**config.mk**
```make
export PLATFORM = sky130hd
export DESIGN_NAME = serial_add_ctrl
export DESIGN_NICKNAME = d
export VERILOG_FILES = /design/src/rtl/serial_add_ctrl.sv
export SDC_FILE = /design/constraint.sdc
export NUM_CORES = 1
export LEC_CHECK = 0
export ABC_AREA = 1
export BUFFER_PORTS_ARGS = -buffer_cell sky130_fd_sc_hd__buf_4
export CAP_MARGIN = 5
export CORE_MARGIN = 5
export CORE_UTILIZATION = 58
export DETAILED_ROUTE_END_ITERATION = 6
export GPL_TIMING_DRIVEN = 1
export HOLD_SLACK_MARGIN = 0.05
export PLACE_DENSITY = 0.89
export SLEW_MARGIN = 10
export SYNTH_ARGS = -nofsm -noshare
export SYNTH_HDL_FRONTEND = slang
export SYNTH_SLANG_ARGS = --single-unit
```
**constraint.sdc**
```tcl
create_clock -name clk -period 1.9 [get_ports clk]
set_input_delay 0.19 -clock clk [delete_from_list [all_inputs] [get_ports clk]]
set_output_delay 0.19 -clock clk [all_outputs]
set_load 0.03 [all_outputs]
```
**src/rtl/serial_add_ctrl.sv**
```systemverilog
// serial_add_ctrl: bit-serial N-bit adder, LSB-first, one bit per clock with registered carry
module serial_add_ctrl #(
  parameter int WIDTH = 8
) (
  input  logic             clk,
  input  logic             rst_n,
  input  logic             ena,
  input  logic             start,
  input  logic [WIDTH-1:0] a_in,
  input  logic [WIDTH-1:0] b_in,
  output logic             busy,
  output logic             done,
  output logic [WIDTH-1:0] sum,
  output logic             cout,
  output logic             sum_bit
);
  localparam int CW = (WIDTH > 2) ? $clog2(WIDTH) : 1;
  typedef enum logic {IDLE, RUN} state_t;
  state_t         state;
  logic [WIDTH-1:0] a_sr, b_sr;
  logic           carry;
  logic [CW-1:0]  cnt;
  logic           s, c_nx;
  assign s    = a_sr[0] ^ b_sr[0] ^ carry;
  assign c_nx = (a_sr[0] & b_sr[0]) | (carry & (a_sr[0] ^ b_sr[0]));
  // load on accepted start, then consume one operand bit per enabled edge until the MSB is summed
  always_ff @(posedge clk or negedge rst_n) begin
    if (!rst_n) begin
      state   <= IDLE;
      a_sr    <= '0;
      b_sr    <= '0;
      carry   <= 1'b0;
      cnt     <= '0;
      busy    <= 1'b0;
      done    <= 1'b0;
      sum     <= '0;
      cout    <= 1'b0;
      sum_bit <= 1'b0;
    end else if (ena) begin
      done <= 1'b0;
      if (state == IDLE) begin
        if (start) begin
          state <= RUN;
          a_sr  <= a_in;
          b_sr  <= b_in;
          carry <= 1'b0;
          cnt   <= '0;
          sum   <= '0;
          cout  <= 1'b0;
          busy  <= 1'b1;
        end
      end else begin
        a_sr    <= a_sr >> 1;
        b_sr    <= b_sr >> 1;
        carry   <= c_nx;
        sum     <= {s, sum[WIDTH-1:1]};
        sum_bit <= s;
        cnt     <= cnt + 1'b1;
        if (cnt == CW'(WIDTH - 1)) begin
          state <= IDLE;
          busy  <= 1'b0;
          done  <= 1'b1;
          cout  <= c_nx;
        end
      end
    end
  end
endmodule

```
# Word-level counts from Yosys, hierarchy flattened
# Cells that the tools add are included.
[word_totals] ff_bits=33 inputBits=20 wordCells=42
[op_classes] addsub=1 n_eq_ne=2 mux=20 bitwise=5 reduce_logical=4
[op_table] op="8-bit two-way mux" n=6
[op_table] op="1-bit two-way mux" n=12
[op_table] op="3-bit two-way mux" n=2
[op_table] op="2-bit AND reduction" n=2
[op_table] op="3-bit by 1-bit adder with 3-bit output, second input constant" n=1
[op_table] op="3-bit equality test, second input constant" n=1
[op_table] op="3-bit AND reduction" n=1
[op_table] op="1-bit AND" n=2
[op_table] op="2-bit by 1-bit inequality test with 1-bit output, second input constant" n=1
[op_table] op="2-bit nonzero test" n=1
[op_table] op="1-bit XOR" n=2
[op_table] op="1-bit OR" n=1

# Longest topological paths before layout
# Gate-level depths: netlist (run 1).
[depth] depth_word=5 depth_mapped=7 mapped_depth_nobuf=7

# Worst setup path before layout (run 1)
# OpenSTA, ideal clock, no wires.
[synth_path] path_type="flip-flop to flip-flop" start="register a_sr[0]" end="register sum_bit" arrival_ns=0.984 setup_slack_ns=0.789 stages_incl_launch_ff=4 period_less_slack_ns=1.111 cell_sequence="dfrtp_1 -> inv_1 -> fa_1 -> o21ai_0"
[synth_via] elab_chain_cells=2
[synth_rtl] element="from (decl)" line="20" source="logic [WIDTH-1:0] a_sr, b_sr;"
[synth_rtl] element="from (signal assigned)" line="44" source="a_sr <= a_in;"
[synth_rtl] element="from (signal assigned)" line="53" source="a_sr <= a_sr >> 1;"
[synth_rtl] element="1-bit XOR (2 in series)" line="24" source="assign s = a_sr[0] ^ b_sr[0] ^ carry;"
[synth_rtl] element="to (signal assigned)" line="57" source="sum_bit <= s;"
[synth_rtl] element="to (decl)" line="15" source="output logic sum_bit"
# No other way between the ends.
# A chain may end at the register's enable or synchronous reset.

# Worst setup path in the final report (run 1)
[layout_path] start="register state" end="register a_sr[0]"
[layout_via] elab_chain_cells=2 elab_cells_between_ends=3
[layout_rtl] element="from (decl)" line="19" source="state_t state;"
[layout_rtl] element="from (signal assigned)" line="29" source="state <= IDLE;"
[layout_rtl] element="from (signal assigned)" line="43" source="state <= RUN;"
[layout_rtl] element="from (signal assigned)" line="60" source="state <= IDLE;"
[layout_rtl] element="2-bit nonzero test (no source line)"
[layout_rtl] element="2-bit AND reduction (no source line)"
# Parallel ways exist; a longest one is shown, timed or not.

==> flow_summary.html, run 1 <==
<table>
<tr><th>Metric</th><th>Value</th></tr>
<tr><th colspan="2">Yosys</th></tr>
<tr><td>Count of synthesis-stage warnings from yosys</td><td>0</td></tr>
<tr><td>Post-Synthesis Cells</td><td>approximately 180</td></tr>
<tr><td>Count of different cell masters after synthesis</td><td>17</td></tr>
<tr><td>Cell types occupying the most area after synthesis</td><td>sky130_fd_sc_hd__dfrtp_1, sky130_fd_sc_hd__nand2_1, sky130_fd_sc_hd__o22ai_2, sky130_fd_sc_hd__nand3_1, sky130_fd_sc_hd__inv_1</td></tr>
<tr><td>Share of synthesized area occupied by flip-flops and latches</td><td>slightly above 50%</td></tr>
<tr><td>Cell type with the largest total area after synthesis</td><td>sky130_fd_sc_hd__dfrtp_1</td></tr>
<tr><td>Mapped Area</td><td>between 1500 and 2000 um^2</td></tr>
<tr><td>Post-Syn Area per Cell</td><td>about 8.7 um^2</td></tr>
<tr><td>Net count after synthesis</td><td>206</td></tr>
<tr><td>Yosys reg bits</td><td>33</td></tr>
<tr><td>Post-synth top area share</td><td>just over 50%</td></tr>
<tr><th colspan="2">Min path</th></tr>
<tr><td>Critical hold path startpoint</td><td>b_in[7]</td></tr>
<tr><td>Class of the most critical hold timing path</td><td>in -&gt; reg</td></tr>
<tr><td>Hold Crit Endpoint</td><td>b_sr[7]$_DFFE_PN0P_</td></tr>
<tr><td>Worst hold stages</td><td>3</td></tr>
<tr><th colspan="2">Setup path</th></tr>
<tr><td>Critical Setup Path Class</td><td>reg -&gt; reg</td></tr>
<tr><td>Max Fanout on Critical Path</td><td>30</td></tr>
<tr><td>Data required time at the worst endpoint</td><td>~2100 ps</td></tr>
<tr><td>CP Capture Type</td><td>flop</td></tr>
<tr><td>R2R depth</td><td>4</td></tr>
<tr><td>Slack of the worst reg-to-reg path</td><td>550 ps</td></tr>
<tr><td>Reg-to-reg endpoint</td><td>a_sr[0]$_DFFE_PN0P_</td></tr>
<tr><td>Worst endpoint data arrival time</td><td>between 1500 and 2000 ps</td></tr>
<tr><td>Launching point of the worst reg2reg path</td><td>state$_DFFE_PN0P_</td></tr>
<tr><td>Worst setup startpoint</td><td>state$_DFFE_PN0P_</td></tr>
<tr><td>Type of origin of the critical path</td><td>flop</td></tr>
<tr><th colspan="2">Cells and area</th></tr>
<tr><td>Antenna Diode Count</td><td>0</td></tr>
<tr><td>Net count reported at finish</td><td>between 200 and 250</td></tr>
<tr><td>Synth-to-layout area growth</td><td>18.5%</td></tr>
<tr><td>Most common library cell in the layout ignoring fill and taps</td><td>sky130_fd_sc_hd__nand2_1</td></tr>
<tr><td>Proportion of layout cells with a drive suffix above 1</td><td>around 24%</td></tr>
<tr><td>Commonest non-fill, non-tap cells in the layout</td><td>sky130_fd_sc_hd__nand2_1, sky130_fd_sc_hd__dfrtp_1, sky130_fd_sc_hd__buf_4</td></tr>
<tr><th colspan="2">STA</th></tr>
<tr><td>Max Fclk</td><td>~0.74 GHz</td></tr>
<tr><td>Final critical-path required period</td><td>around 1400 ps</td></tr>
<tr><td>Unrepaired setup endpoints after global routing</td><td>false</td></tr>
<tr><td>Final setup fails</td><td>0</td></tr>
<tr><td>Final-report hold violation count</td><td>0</td></tr>
<tr><td>Number of pins exceeding their max-slew limit in the final report</td><td>0</td></tr>
<tr><td>Relative slew slack</td><td>between 70% and 80%</td></tr>
<tr><td>Portion of the clock cycle consumed by the worst path in the final layout</td><td>between 70% and 80%</td></tr>
<tr><td>Worst hold margin</td><td>~72 ps</td></tr>
<tr><td>Measured slew at the worst slew-check pin</td><td>roughly 410 ps</td></tr>
<tr><td>Setup TNS</td><td>0 ps</td></tr>
<tr><td>Final worst clock skew</td><td>about 10 ps</td></tr>
<tr><th colspan="2">Clock network</th></tr>
<tr><td>Max H-tree Level</td><td>2</td></tr>
<tr><td>CTS buffer count</td><td>5</td></tr>
<tr><td>Buffer depth of the longest clock path</td><td>2</td></tr>
<tr><td>Clock transition at the registers of the reported paths</td><td>roughly 110 ps</td></tr>
<tr><td>Source-to-sink clock delay at the later pin of the worst-skew pair</td><td>340 ps</td></tr>
<tr><td>CTS root buffer</td><td>sky130_fd_sc_hd__clkbuf_4</td></tr>
<tr><td>Number of sinks on the clock net</td><td>33</td></tr>
<tr><td>CTS tree</td><td>yes</td></tr>
<tr><th colspan="2">Power</th></tr>
<tr><td>Power density relative to cell area</td><td>~1400 nW/um^2</td></tr>
<tr><td>LEAKAGE</td><td>1.03 nW</td></tr>
<tr><td>Maximum vdd drop</td><td>1.00 mV</td></tr>
<tr><th colspan="2">Detailed routing</th></tr>
<tr><td>Drt drc</td><td>0</td></tr>
<tr><td>First-pass iteration count of the detailed router</td><td>4</td></tr>
<tr><td>Number of nets still failing antenna checks after routing</td><td>0</td></tr>
<tr><td>Final routed wire length divided by cell count</td><td>between 10 and 15 um</td></tr>
<tr><td>Drt initial violations</td><td>58</td></tr>
<tr><td>Via-to-Cell Ratio</td><td>5.13</td></tr>
<tr><td>Final routed wirelength across all metal layers</td><td>approximately 3200 um</td></tr>
<tr><td>Vias after detailed routing</td><td>around 1300</td></tr>
<tr><th colspan="2">GRT</th></tr>
<tr><td>First-pass GRT wire length</td><td>approximately 5700 um</td></tr>
<tr><td>Sum of overflow across all layers after global routing</td><td>0</td></tr>
<tr><td>Overall global routing resource usage</td><td>17.7%</td></tr>
<tr><td>Vias in the first global route</td><td>between 1000 and 1500</td></tr>
<tr><td>Number of antenna violations at the first check in global routing</td><td>0</td></tr>
<tr><td>Maximum number of pins on one net before global-route repair</td><td>34</td></tr>
<tr><th colspan="2">Floorplan</th></tr>
<tr><td>Standard-cell rows</td><td>19</td></tr>
<tr><td>Floorplan die width</td><td>62.5 um</td></tr>
<tr><td>Number of top-level pins</td><td>32</td></tr>
<tr><td>Core area</td><td>roughly 2700 um^2</td></tr>
<tr><td>Die Span Y</td><td>roughly 62 um</td></tr>
<tr><td>Initial cell density of the core</td><td>59.4%</td></tr>
<tr><td>Full die area</td><td>around 4000 um^2</td></tr>
<tr><th colspan="2">Place</th></tr>
<tr><td>RePlAce Congestion</td><td>0.772</td></tr>
<tr><td>Detailed placer's ending HPWL</td><td>about 2000 um</td></tr>
<tr><td>Port Buffers</td><td>31</td></tr>
<tr><th colspan="2">Status</th></tr>
<tr><td>Outcome</td><td>completed</td></tr>
<tr><th colspan="2">Run</th></tr>
<tr><td>Number of violations of the max-capacitance limit</td><td>0</td></tr>
</table>
## routing by layer
layer | vias up | routed length, um | GRT usage, %
met2 | 40 | 1480 | 25.5
li1 | 639 | - | -
met3 | 11 | 197 | 6.29
met4 | 0 | 57 | 6.37
met1 | 572 | 1420 | 24.5
met5 | - | 0 | 0
## through the flow
step / area, um^2 / cells / worst slack [ps] / utilization (%) / total power [mW]
after CTS: 1890 / 246 / 561 / 70.4 / 2.61
after global placement: 1800 / 237 / 623 / 66.9 / 2.01
after global routing: 1890 / 246 / 426 / 70.4 / 2.80
final: 1890 / 246 / 547 / 70.4 / 2.60
after floorplan: 1600 / 183 / 789 / - / 1.80
after detailed placement: 1800 / 237 / 568 / 66.9 / 2.05
## critical path, cell delays in order (launching register included)
cell                      delay, ps
sky130_fd_sc_hd__dfrtp_1        420
sky130_fd_sc_hd__nand2_4        310
sky130_fd_sc_hd__nand2_4        280
sky130_fd_sc_hd__nand2_1        140
sky130_fd_sc_hd__o21ai_0         90
## Yosys cell counts
library cell,count
sky130_fd_sc_hd__a21oi_1,1
sky130_fd_sc_hd__nand3b_1,1
sky130_fd_sc_hd__nand2_1,83
sky130_fd_sc_hd__inv_1,14
sky130_fd_sc_hd__inv_2,2
sky130_fd_sc_hd__nand2_4,3
sky130_fd_sc_hd__nor2_1,1
sky130_fd_sc_hd__dfrtp_1,33
sky130_fd_sc_hd__o22ai_2,8
sky130_fd_sc_hd__o21ai_0,6
sky130_fd_sc_hd__buf_2,3
sky130_fd_sc_hd__buf_4,2
sky130_fd_sc_hd__ha_1,2
sky130_fd_sc_hd__buf_8,1
sky130_fd_sc_hd__buf_6,3
sky130_fd_sc_hd__nand3_1,19
sky130_fd_sc_hd__fa_1,1
## sequential cells by signal (all words and copies together), names as in the netlist
register / cells
cout: 1
b_sr: 8
cnt: 3
a_sr: 8
sum: 8
carry: 1
state: 1
busy: 1
sum_bit: 1
done: 1
## what timing repair did
action                    CTS  global route
setup buffers               0             0
resized for setup           0             0
hold endpoints to repair   33             0
hold buffers                1             0
## cell families (layout without fill, tap and decap cells)
| family | after synthesis | after routing | synth area share, % |
|---|---|---|---|
| AO/OA/AOI/OAI | 15 | 15 | 8.46 |
| flip-flops | 33 | 33 | 51.7 |
| adder cells (fa/ha/maj) | 3 | 3 | 2.82 |
| AND/OR/NAND/NOR | 107 | 107 | 28.3 |
| buffers and inverters | 25 | 57 | 8.70 |
## power by group
part	switching, mW	internal [mW]
clock network	0.246	0.314
registers	0.119	0.929
logic	0.616	0.374
total	0.981	1.62
## layout make-up
cell class              count  area (um^2)
clock buffers               7         55.1
clock inverters             1         30.0
fillers                   218          795
inverters                  16         60.1
multi-input cells         125          632
flip-flops and latches     33          826
well taps                  31         38.8
repair buffers             33          250
## worst max path at each step
stage	endpoint	slack (ps)	cells after the start
floorplan	sum_bit$_DFFE_PN0P_	790	3
global placement	a_sr[0]$_DFFE_PN0P_	620	4
detailed placement	a_sr[0]$_DFFE_PN0P_	570	4
CTS	a_sr[0]$_DFFE_PN0P_	560	4
global route	cout$_DFFE_PN0P_	430	5
finish	a_sr[0]$_DFFE_PN0P_	550	4
No activity file was read; power rests on OpenSTA's default activity.
==> run 2, diff against run 1 <==
--- a/config.mk
+++ b/config.mk
@@ -5,15 +5,15 @@
 export SDC_FILE = /design/constraint.sdc
 export NUM_CORES = 1
 export LEC_CHECK = 0
-export ABC_AREA = 1
+export ABC_AREA = 0
 export BUFFER_PORTS_ARGS = -buffer_cell sky130_fd_sc_hd__buf_4
 export CAP_MARGIN = 5
 export CORE_MARGIN = 5
-export CORE_UTILIZATION = 58
+export CORE_UTILIZATION = 48
 export DETAILED_ROUTE_END_ITERATION = 6
 export GPL_TIMING_DRIVEN = 1
 export HOLD_SLACK_MARGIN = 0.05
-export PLACE_DENSITY = 0.89
+export PLACE_DENSITY = 0.8
 export SLEW_MARGIN = 10
 export SYNTH_ARGS = -nofsm -noshare
 export SYNTH_HDL_FRONTEND = slang
==> constraint.sdc (replaced) <==
create_clock -name clk -period 1.1 [get_ports clk]
set_input_delay 0.11 -clock clk [delete_from_list [all_inputs] [get_ports clk]]
set_output_delay 0.11 -clock clk [all_outputs]
set_load 0.03 [all_outputs]
==> flow_summary.html, run 2 <==
<table>
<tr><th>Metric</th><th>Value</th></tr>
<tr><th colspan="2">Cells and area</th></tr>
<tr><td>Proportion of layout cells with a drive suffix above 1</td><td>roughly a third</td></tr>
<tr><td>Most common library cell in the layout ignoring fill and taps</td><td>sky130_fd_sc_hd__buf_4</td></tr>
<tr><td>Multi-input combinational cell area</td><td>~560 um^2</td></tr>
<tr><td>Biggest registers after layout</td><td>a_sr: 8 flops, b_sr: 8 flops, sum: 8 flops</td></tr>
<tr><td>Net count reported at finish</td><td>between 150 and 200</td></tr>
<tr><td>Sequential cell area</td><td>approximately 830 um^2</td></tr>
<tr><td>Synth-to-layout area growth</td><td>24.3%</td></tr>
<tr><td>Commonest non-fill, non-tap cells in the layout</td><td>sky130_fd_sc_hd__buf_4, sky130_fd_sc_hd__dfrtp_1, sky130_fd_sc_hd__o22ai_1</td></tr>
<tr><td>Non-Filler Cell Area, Final</td><td>about 1800 um^2</td></tr>
<tr><td>Antenna Diode Count</td><td>0</td></tr>
<tr><td>Post-layout instance count excluding filler cells</td><td>between 200 and 250</td></tr>
<tr><td># fillers</td><td>about 270</td></tr>
<tr><th colspan="2">Place</th></tr>
<tr><td>Detailed placer's ending HPWL</td><td>2260 um</td></tr>
<tr><td>Worst slack after detailed placement</td><td>-142 ps</td></tr>
<tr><td>Port Buffers</td><td>31</td></tr>
<tr><td>Post-Place Cells</td><td>around 190</td></tr>
<tr><td>RePlAce Congestion</td><td>0.748</td></tr>
<tr><td>Post-DP Area</td><td>1730 um^2</td></tr>
<tr><th colspan="2">STA</th></tr>
<tr><td>Number of pins exceeding their max-slew limit in the final report</td><td>0</td></tr>
<tr><td>Final setup fails</td><td>15</td></tr>
<tr><td>Unrepaired setup endpoints after global routing</td><td>true</td></tr>
<tr><td>Final worst clock skew</td><td>~9 ps</td></tr>
<tr><td>Measured slew at the worst slew-check pin</td><td>around 410 ps</td></tr>
<tr><td>Final critical-path required period</td><td>~1200 ps</td></tr>
<tr><td>Max Fclk</td><td>between 0.8 and 0.9 GHz</td></tr>
<tr><td>Final-report hold violation count</td><td>0</td></tr>
<tr><td>Relative slew slack</td><td>between 70 and 80%</td></tr>
<tr><td>Portion of the clock cycle consumed by the worst path in the final layout</td><td>113%</td></tr>
<tr><td>Final worst slack</td><td>-140 ps</td></tr>
<tr><td>Setup TNS</td><td>-636 ps</td></tr>
<tr><th colspan="2">Power</th></tr>
<tr><td>Maximum vdd drop</td><td>about 1.2 mV</td></tr>
<tr><td>Power density relative to cell area</td><td>approximately 2700 nW/um^2</td></tr>
<tr><td>Power consumption</td><td>~5 mW</td></tr>
<tr><td>LEAKAGE</td><td>about 0.84 nW</td></tr>
<tr><th colspan="2">Setup path</th></tr>
<tr><td>Slowest stage delay, CP</td><td>around 380 ps</td></tr>
<tr><td>Reg-to-reg endpoint</td><td>cout$_DFFE_PN0P_</td></tr>
<tr><td>Max Fanout on Critical Path</td><td>2</td></tr>
<tr><td>Type of origin of the critical path</td><td>flop</td></tr>
<tr><td>Critical Setup Path Class</td><td>reg -&gt; reg</td></tr>
<tr><td>Slack of the worst reg-to-reg path</td><td>-140 ps</td></tr>
<tr><td>Launching point of the worst reg2reg path</td><td>carry$_DFFE_PN0P_</td></tr>
<tr><td>Sequence of cells on the critical path</td><td>inv_2 &gt; fa_2 &gt; nor2b_2 &gt; mux2i_1 &gt; o21ai_1</td></tr>
<tr><td>CP Capture Type</td><td>flop</td></tr>
<tr><td>Worst endpoint data arrival time</td><td>1490 ps</td></tr>
<tr><td>R2R depth</td><td>5</td></tr>
<tr><td>Data required time at the worst endpoint</td><td>~1400 ps</td></tr>
<tr><td>Slowest CP cell</td><td>sky130_fd_sc_hd__dfrtp_1</td></tr>
<tr><th colspan="2">Floorplan</th></tr>
<tr><td>Core area</td><td>around 3000 um^2</td></tr>
<tr><td>Number of top-level pins</td><td>32</td></tr>
<tr><td>Floorplan die width</td><td>about 66 um</td></tr>
<tr><td>Die Span Y</td><td>65.6 um</td></tr>
<tr><td>Standard-cell rows</td><td>20</td></tr>
<tr><td>Full die area</td><td>4300 um^2</td></tr>
<tr><td>Initial cell density of the core</td><td>between 40% and 50%</td></tr>
<tr><th colspan="2">Min path</th></tr>
<tr><td>Hold Crit Endpoint</td><td>b_sr[2]$_DFFE_PN0P_</td></tr>
<tr><td>Critical hold path startpoint</td><td>b_in[2]</td></tr>
<tr><td>Worst hold stages</td><td>3</td></tr>
<tr><td>Class of the most critical hold timing path</td><td>in -&gt; reg</td></tr>
<tr><th colspan="2">Yosys</th></tr>
<tr><td>Yosys reg bits</td><td>33</td></tr>
<tr><td>Cell types occupying the most area after synthesis</td><td>sky130_fd_sc_hd__dfrtp_1, sky130_fd_sc_hd__o22ai_1, sky130_fd_sc_hd__a21oi_1, sky130_fd_sc_hd__a22o_1, sky130_fd_sc_hd__buf_6</td></tr>
<tr><td>Cell type with the largest total area after synthesis</td><td>sky130_fd_sc_hd__dfrtp_1</td></tr>
<tr><td>Net count after synthesis</td><td>roughly 160</td></tr>
<tr><td>Count of different cell masters after synthesis</td><td>23</td></tr>
<tr><td>Top_reg_cell synth</td><td>sky130_fd_sc_hd__dfrtp_1</td></tr>
<tr><td>Post-Synthesis Cells</td><td>approximately 130</td></tr>
<tr><td>Mapped Area</td><td>1480 um^2</td></tr>
<tr><td>Share of synthesized area occupied by flip-flops and latches</td><td>roughly 56%</td></tr>
<tr><td>Most used standard cell by instance count after synthesis</td><td>sky130_fd_sc_hd__dfrtp_1</td></tr>
<tr><td>Post-synth top area share</td><td>approximately 56%</td></tr>
<tr><td>Proportion of synthesized flip-flops having asynchronous set or reset</td><td>100%</td></tr>
<tr><td>Post-Syn Area per Cell</td><td>between 10 and 15 um^2</td></tr>
<tr><td>Count of synthesis-stage warnings from yosys</td><td>0</td></tr>
<tr><td>Number of enable flip-flop cells after synthesis</td><td>0</td></tr>
<tr><td>Ranking of synthesized cells by instance count</td><td>sky130_fd_sc_hd__dfrtp_1, sky130_fd_sc_hd__o22ai_1, sky130_fd_sc_hd__a21oi_1, sky130_fd_sc_hd__a22o_1, sky130_fd_sc_hd__nand2_1</td></tr>
<tr><th colspan="2">Clock network</th></tr>
<tr><td>Max H-tree Level</td><td>2</td></tr>
<tr><td>CTS root buffer</td><td>sky130_fd_sc_hd__clkbuf_4</td></tr>
<tr><td>CTS buffer count</td><td>5</td></tr>
<tr><td>Source-to-sink clock delay at the later pin of the worst-skew pair</td><td>roughly 330 ps</td></tr>
<tr><td>CTS tree</td><td>yes</td></tr>
<tr><td>Number of sinks on the clock net</td><td>33</td></tr>
<tr><td>Buffer depth of the longest clock path</td><td>2</td></tr>
<tr><td>Clock transition at the registers of the reported paths</td><td>approximately 90 ps</td></tr>
<tr><th colspan="2">Detailed routing</th></tr>
<tr><td>Drt drc</td><td>0</td></tr>
<tr><td>First-pass iteration count of the detailed router</td><td>4</td></tr>
<tr><td>Final routed wirelength across all metal layers</td><td>about 3300 um</td></tr>
<tr><td>Vias after detailed routing</td><td>~1200</td></tr>
<tr><td>Number of nets still failing antenna checks after routing</td><td>0</td></tr>
<tr><td>Final routed wire length divided by cell count</td><td>16.0 um</td></tr>
<tr><td>Via-to-Cell Ratio</td><td>5.90</td></tr>
<tr><td>Drt initial violations</td><td>89</td></tr>
<tr><th colspan="2">GRT</th></tr>
<tr><td>Vias in the first global route</td><td>approximately 1300</td></tr>
<tr><td>Sum of overflow across all layers after global routing</td><td>0</td></tr>
<tr><td>First-pass GRT wire length</td><td>5620 um</td></tr>
<tr><td>Number of antenna violations at the first check in global routing</td><td>0</td></tr>
<tr><td>Maximum number of pins on one net before global-route repair</td><td>34</td></tr>
<tr><td>Overall global routing resource usage</td><td>between 10% and 20%</td></tr>
<tr><th colspan="2">Status</th></tr>
<tr><td>Violations in the final reports</td><td>negative setup slack</td></tr>
<tr><td>Outcome</td><td>finished, violations left</td></tr>
<tr><th colspan="2">Run</th></tr>
<tr><td>Number of violations of the max-capacitance limit</td><td>0</td></tr>
</table>
run 2: cell count changes after synthesis, sizes merged, moves of 10 or more:
cell / before / now
a21oi: 1 / 16
nand3: 19 / 1
o22ai: 8 / 28
nand2: 86 / 10
inv: 16 / 6
a22o: 0 / 10
run 2: timing repair:
item,in CTS,in global routing
setup endpoints to repair,16,33
pin swaps,1,1
hold endpoints to repair,34,0
hold buffers,2,0
setup buffers,2,3
resized for setup,1,1
run 2: layout make-up:
cell class	count	area share (%)
Timing Repair Buffer	45	18.6
Tap cell	33	2.24
Multi-Input combinational cell	83	30.4
Sequential cell	33	44.9
Inverter	6	1.22
Clock buffer	8	2.65
run 2: critical path, delay by kind of cell, from the launching register on:
family,cells,cell delay [ps]
compound gates,1,150
fa+ha+maj,1,380
buf+inv,1,50
flops,1,380
mux,1,80
simple gates,1,140
run 2: worst max-delay path by stage:
stage | end | start | cells after the start | slack [ps]
after floorplan | cout$_DFFE_PN0P_ | carry$_DFFE_PN0P_ | 5 | -50
final | cout$_DFFE_PN0P_ | carry$_DFFE_PN0P_ | 5 | -140
after detailed placement | cout$_DFFE_PN0P_ | carry$_DFFE_PN0P_ | 5 | -140
after global routing | cout$_DFFE_PN0P_ | carry$_DFFE_PN0P_ | 5 | -210
after CTS | cout$_DFFE_PN0P_ | carry$_DFFE_PN0P_ | 5 | -110
after global placement | cout$_DFFE_PN0P_ | carry$_DFFE_PN0P_ | 5 | -50
run 2: per-stage QoR:
stage | hold WS (ps) | util (%)
3_5_place_dp | 71.1 | 57.7
3_3_place_gp | 67.1 | 57.7
6_report | 78.0 | 61.4
5_1_grt | 70.2 | 61.4
4_1_cts | 65.6 | 60.6
2_1_floorplan | -186 | -
run 2: kinds of logic after synthesis:
logic type	synth area share, %
buffers and inverters	7.85
AND/OR/NAND/NOR	5.65
AO/OA/AOI/OAI	27.1
flip-flops	55.7
multiplexers	0.675
adder cells (fa/ha/maj)	3.04
run 2: layer usage:
metal | vias up | routed length, um | GRT usage (%)
li1 | 578 | - | -
met1 | 594 | 1390 | 20.0
met2 | 45 | 1650 | 29.1
met3 | 10 | 219 | 5.98
met4 | 0 | 83 | 7.51
met5 | - | 0 | 0
run 2: power by group:
group          leakage (nW)  total, mW  switching, mW  internal [mW]
combinational         0.430       2.19           1.14           1.05
sequential            0.388       2.17          0.434           1.74
clock                0.0265      0.630          0.376          0.255
total                 0.845       4.99           1.95           3.04
==> run 3, diff against run 2 <==
--- a/config.mk
+++ b/config.mk
@@ -7,13 +7,14 @@
 export LEC_CHECK = 0
 export ABC_AREA = 0
 export BUFFER_PORTS_ARGS = -buffer_cell sky130_fd_sc_hd__buf_4
-export CAP_MARGIN = 5
-export CORE_MARGIN = 5
+export CAP_MARGIN = 15
+export CORE_MARGIN = 2
 export CORE_UTILIZATION = 48
 export DETAILED_ROUTE_END_ITERATION = 6
 export GPL_TIMING_DRIVEN = 1
 export HOLD_SLACK_MARGIN = 0.05
 export PLACE_DENSITY = 0.8
+export RECOVER_POWER = 25
 export SLEW_MARGIN = 10
 export SYNTH_ARGS = -nofsm -noshare
 export SYNTH_HDL_FRONTEND = slang
==> flow_summary.html, run 3 (synthesis results as in run 2) <==
<table>
<tr><th>Metric</th><th>Value</th></tr>
<tr><th colspan="2">Status</th></tr>
<tr><td>Outcome</td><td>finished, violations left</td></tr>
<tr><td>Violations in the final reports</td><td>negative setup slack</td></tr>
<tr><th colspan="2">Place</th></tr>
<tr><td>Post-Place Cells</td><td>just under 200</td></tr>
<tr><td>RePlAce Congestion</td><td>about 0.74</td></tr>
<tr><td>Port Buffers</td><td>31</td></tr>
<tr><td>Worst slack after detailed placement</td><td>-137 ps</td></tr>
<tr><td>Detailed placer's ending HPWL</td><td>2280 um</td></tr>
<tr><th colspan="2">STA</th></tr>
<tr><td>Measured slew at the worst slew-check pin</td><td>between 700 and 800 ps</td></tr>
<tr><td>Number of pins exceeding their max-slew limit in the final report</td><td>0</td></tr>
<tr><td>Final critical-path required period</td><td>between 1000 and 1500 ps</td></tr>
<tr><td>Relative slew slack</td><td>a little under half</td></tr>
<tr><td>Max Fclk</td><td>approximately 0.82 GHz</td></tr>
<tr><td>Final-report hold violation count</td><td>0</td></tr>
<tr><td>Final worst clock skew</td><td>between 10 and 15 ps</td></tr>
<tr><td>Final setup fails</td><td>4</td></tr>
<tr><td>Worst hold margin</td><td>between 60 and 70 ps</td></tr>
<tr><td>Portion of the clock cycle consumed by the worst path in the final layout</td><td>110%</td></tr>
<tr><td>Final worst slack</td><td>-113 ps</td></tr>
<tr><td>Unrepaired setup endpoints after global routing</td><td>true</td></tr>
<tr><th colspan="2">Power</th></tr>
<tr><td>LEAKAGE</td><td>0.878 nW</td></tr>
<tr><td>Power density relative to cell area</td><td>~2800 nW/um^2</td></tr>
<tr><td>Power consumption</td><td>~5.3 mW</td></tr>
<tr><td>Maximum vdd drop</td><td>roughly 1.2 mV</td></tr>
<tr><th colspan="2">GRT</th></tr>
<tr><td>Met2 Track Usage GR</td><td>between 30% and 40%</td></tr>
<tr><td>GRT busiest layer</td><td>met2</td></tr>
<tr><td>First-pass GRT wire length</td><td>~5400 um</td></tr>
<tr><td>Vias in the first global route</td><td>about 1200</td></tr>
<tr><td>Global routing usage on met3</td><td>under 10%</td></tr>
<tr><td>Overall global routing resource usage</td><td>between 20% and 30%</td></tr>
<tr><td>Number of antenna violations at the first check in global routing</td><td>0</td></tr>
<tr><td>Global-route track usage on met1</td><td>between 20% and 30%</td></tr>
<tr><td>Maximum number of pins on one net before global-route repair</td><td>34</td></tr>
<tr><td>Sum of overflow across all layers after global routing</td><td>0</td></tr>
<tr><th colspan="2">Floorplan</th></tr>
<tr><td>Standard-cell rows</td><td>20</td></tr>
<tr><td>Die Span Y</td><td>between 50 and 60 um</td></tr>
<tr><td>Floorplan die width</td><td>about 60 um</td></tr>
<tr><td>Initial cell density of the core</td><td>49.4%</td></tr>
<tr><td>Number of top-level pins</td><td>32</td></tr>
<tr><td>Core area</td><td>3000 um^2</td></tr>
<tr><td>Full die area</td><td>between 3000 and 4000 um^2</td></tr>
<tr><th colspan="2">Clock network</th></tr>
<tr><td>Buffer depth of the longest clock path</td><td>2</td></tr>
<tr><td>Max H-tree Level</td><td>2</td></tr>
<tr><td>Clock transition at the registers of the reported paths</td><td>100 ps</td></tr>
<tr><td>CTS root buffer</td><td>sky130_fd_sc_hd__clkbuf_4</td></tr>
<tr><td>CTS tree</td><td>yes</td></tr>
<tr><td>Number of sinks on the clock net</td><td>33</td></tr>
<tr><td>Source-to-sink clock delay at the later pin of the worst-skew pair</td><td>330 ps</td></tr>
<tr><td>CTS buffer count</td><td>5</td></tr>
<tr><th colspan="2">Setup path</th></tr>
<tr><td>Worst endpoint data arrival time</td><td>1480 ps</td></tr>
<tr><td>Slowest stage delay, CP</td><td>380 ps</td></tr>
<tr><td>Sequence of cells on the critical path</td><td>inv_2 &gt; fa_2 &gt; nor2b_2 &gt; mux2i_1 &gt; o21ai_1</td></tr>
<tr><td>Max Fanout on Critical Path</td><td>2</td></tr>
<tr><td>CP Capture Type</td><td>flop</td></tr>
<tr><td>Slowest CP cell</td><td>sky130_fd_sc_hd__dfrtp_1</td></tr>
<tr><td>Type of origin of the critical path</td><td>flop</td></tr>
<tr><td>Data required time at the worst endpoint</td><td>1370 ps</td></tr>
<tr><td>Critical Setup Path Class</td><td>reg -&gt; reg</td></tr>
<tr><th colspan="2">Cells and area</th></tr>
<tr><td>Net count reported at finish</td><td>between 150 and 200</td></tr>
<tr><td>Biggest registers after layout</td><td>a_sr: 8 flops, b_sr: 8 flops, sum: 8 flops</td></tr>
<tr><td>Utilization of the core after routing</td><td>a little over three fifths</td></tr>
<tr><td># fillers</td><td>~250</td></tr>
<tr><td>Antenna Diode Count</td><td>0</td></tr>
<tr><td>Most common library cell in the layout ignoring fill and taps</td><td>sky130_fd_sc_hd__buf_4</td></tr>
<tr><td>Proportion of layout cells with a drive suffix above 1</td><td>between 30 and 40%</td></tr>
<tr><td>Commonest non-fill, non-tap cells in the layout</td><td>sky130_fd_sc_hd__buf_4, sky130_fd_sc_hd__dfrtp_1, sky130_fd_sc_hd__o22ai_1</td></tr>
<tr><td>Synth-to-layout area growth</td><td>27.8%</td></tr>
<tr><td>Post-layout instance count excluding filler cells</td><td>208</td></tr>
<tr><th colspan="2">Detailed routing</th></tr>
<tr><td>Drt initial violations</td><td>38</td></tr>
<tr><td>Final routed wire length divided by cell count</td><td>roughly 16 um</td></tr>
<tr><td>Drt drc</td><td>0</td></tr>
<tr><td>First-pass iteration count of the detailed router</td><td>4</td></tr>
<tr><td>Number of nets still failing antenna checks after routing</td><td>0</td></tr>
<tr><td>Vias after detailed routing</td><td>roughly 1200</td></tr>
<tr><td>Via-to-Cell Ratio</td><td>between 5 and 6</td></tr>
<tr><td>Final routed wirelength across all metal layers</td><td>around 3300 um</td></tr>
<tr><th colspan="2">Run</th></tr>
<tr><td>Number of violations of the max-capacitance limit</td><td>0</td></tr>
<tr><th colspan="2">Min path</th></tr>
<tr><td>Class of the most critical hold timing path</td><td>in -&gt; reg</td></tr>
</table>
==> run 3: layout make-up <==
type	count	area (um^2)	area share (%)
Inverter	6	22.5	1.19
Multi-Input combinational cell	83	568	30.0
Clock inverter	1	30.0	1.59
Timing Repair Buffer	45	350	18.5
Tap cell	33	41.3	2.18
Clock buffer	7	55.1	2.91
Sequential cell	33	827	43.7
==> run 3: metal layers <==
layer  vias up  share of wire (%)
met5         -                  0
met4         0                1.7
met3         7                4.8
met2        29                 52
met1       620                 42
li1        582                  -
==> run 3: final timing paths <==
path,from,end,slack (ps),cells after the start
min,a_in[7],a_sr[7]$_DFFE_PN0P_,60,3
max in group asynchronous,rst_n,state$_DFFE_PN0P_,170,2
min in group asynchronous,rst_n,sum[6]$_DFFE_PN0P_,380,2
min reg2reg,sum[0]$_DFFE_PN0P_,sum[0]$_DFFE_PN0P_,520,1
max reg2reg,carry$_DFFE_PN0P_,cout$_DFFE_PN0P_,-110,5
max,carry$_DFFE_PN0P_,cout$_DFFE_PN0P_,-110,5
==> run 3: report_power, final <==
| part | total [mW] | switching [mW] | internal (mW) |
|---|---|---|---|
| combinational | 2.24 | 1.16 | 1.08 |
| sequential | 2.17 | 0.436 | 1.74 |
| clock | 0.931 | 0.389 | 0.543 |
==> run 3: worst max-delay path, delay by kind of cell, from the launching register on <==
| family | cells | cell delay (ps) |
|---|---|---|
| flops | 1 | 380 |
| fa+ha+maj | 1 | 380 |
| compound gates | 1 | 110 |
| buf+inv | 1 | 50 |
| simple gates | 1 | 140 |
| mux | 1 | 90 |
==> run 3: timing repair <==
action                     4_1_cts  5_1_grt
setup buffers                    2        3
gates resized for setup          2        2
pin swaps                        4        2
gates cloned                     0        0
hold endpoints to repair        33        0
setup endpoints to repair        8       12
hold buffers                     1        0
==> run 3: stage by stage <==
stage	instance area, um^2	TNS (ps)
finish	1890	-309
global route	1890	-512
CTS	1870	-272
detailed placement	1750	-360
global placement	1750	-97.6
floorplan	1500	-53.8
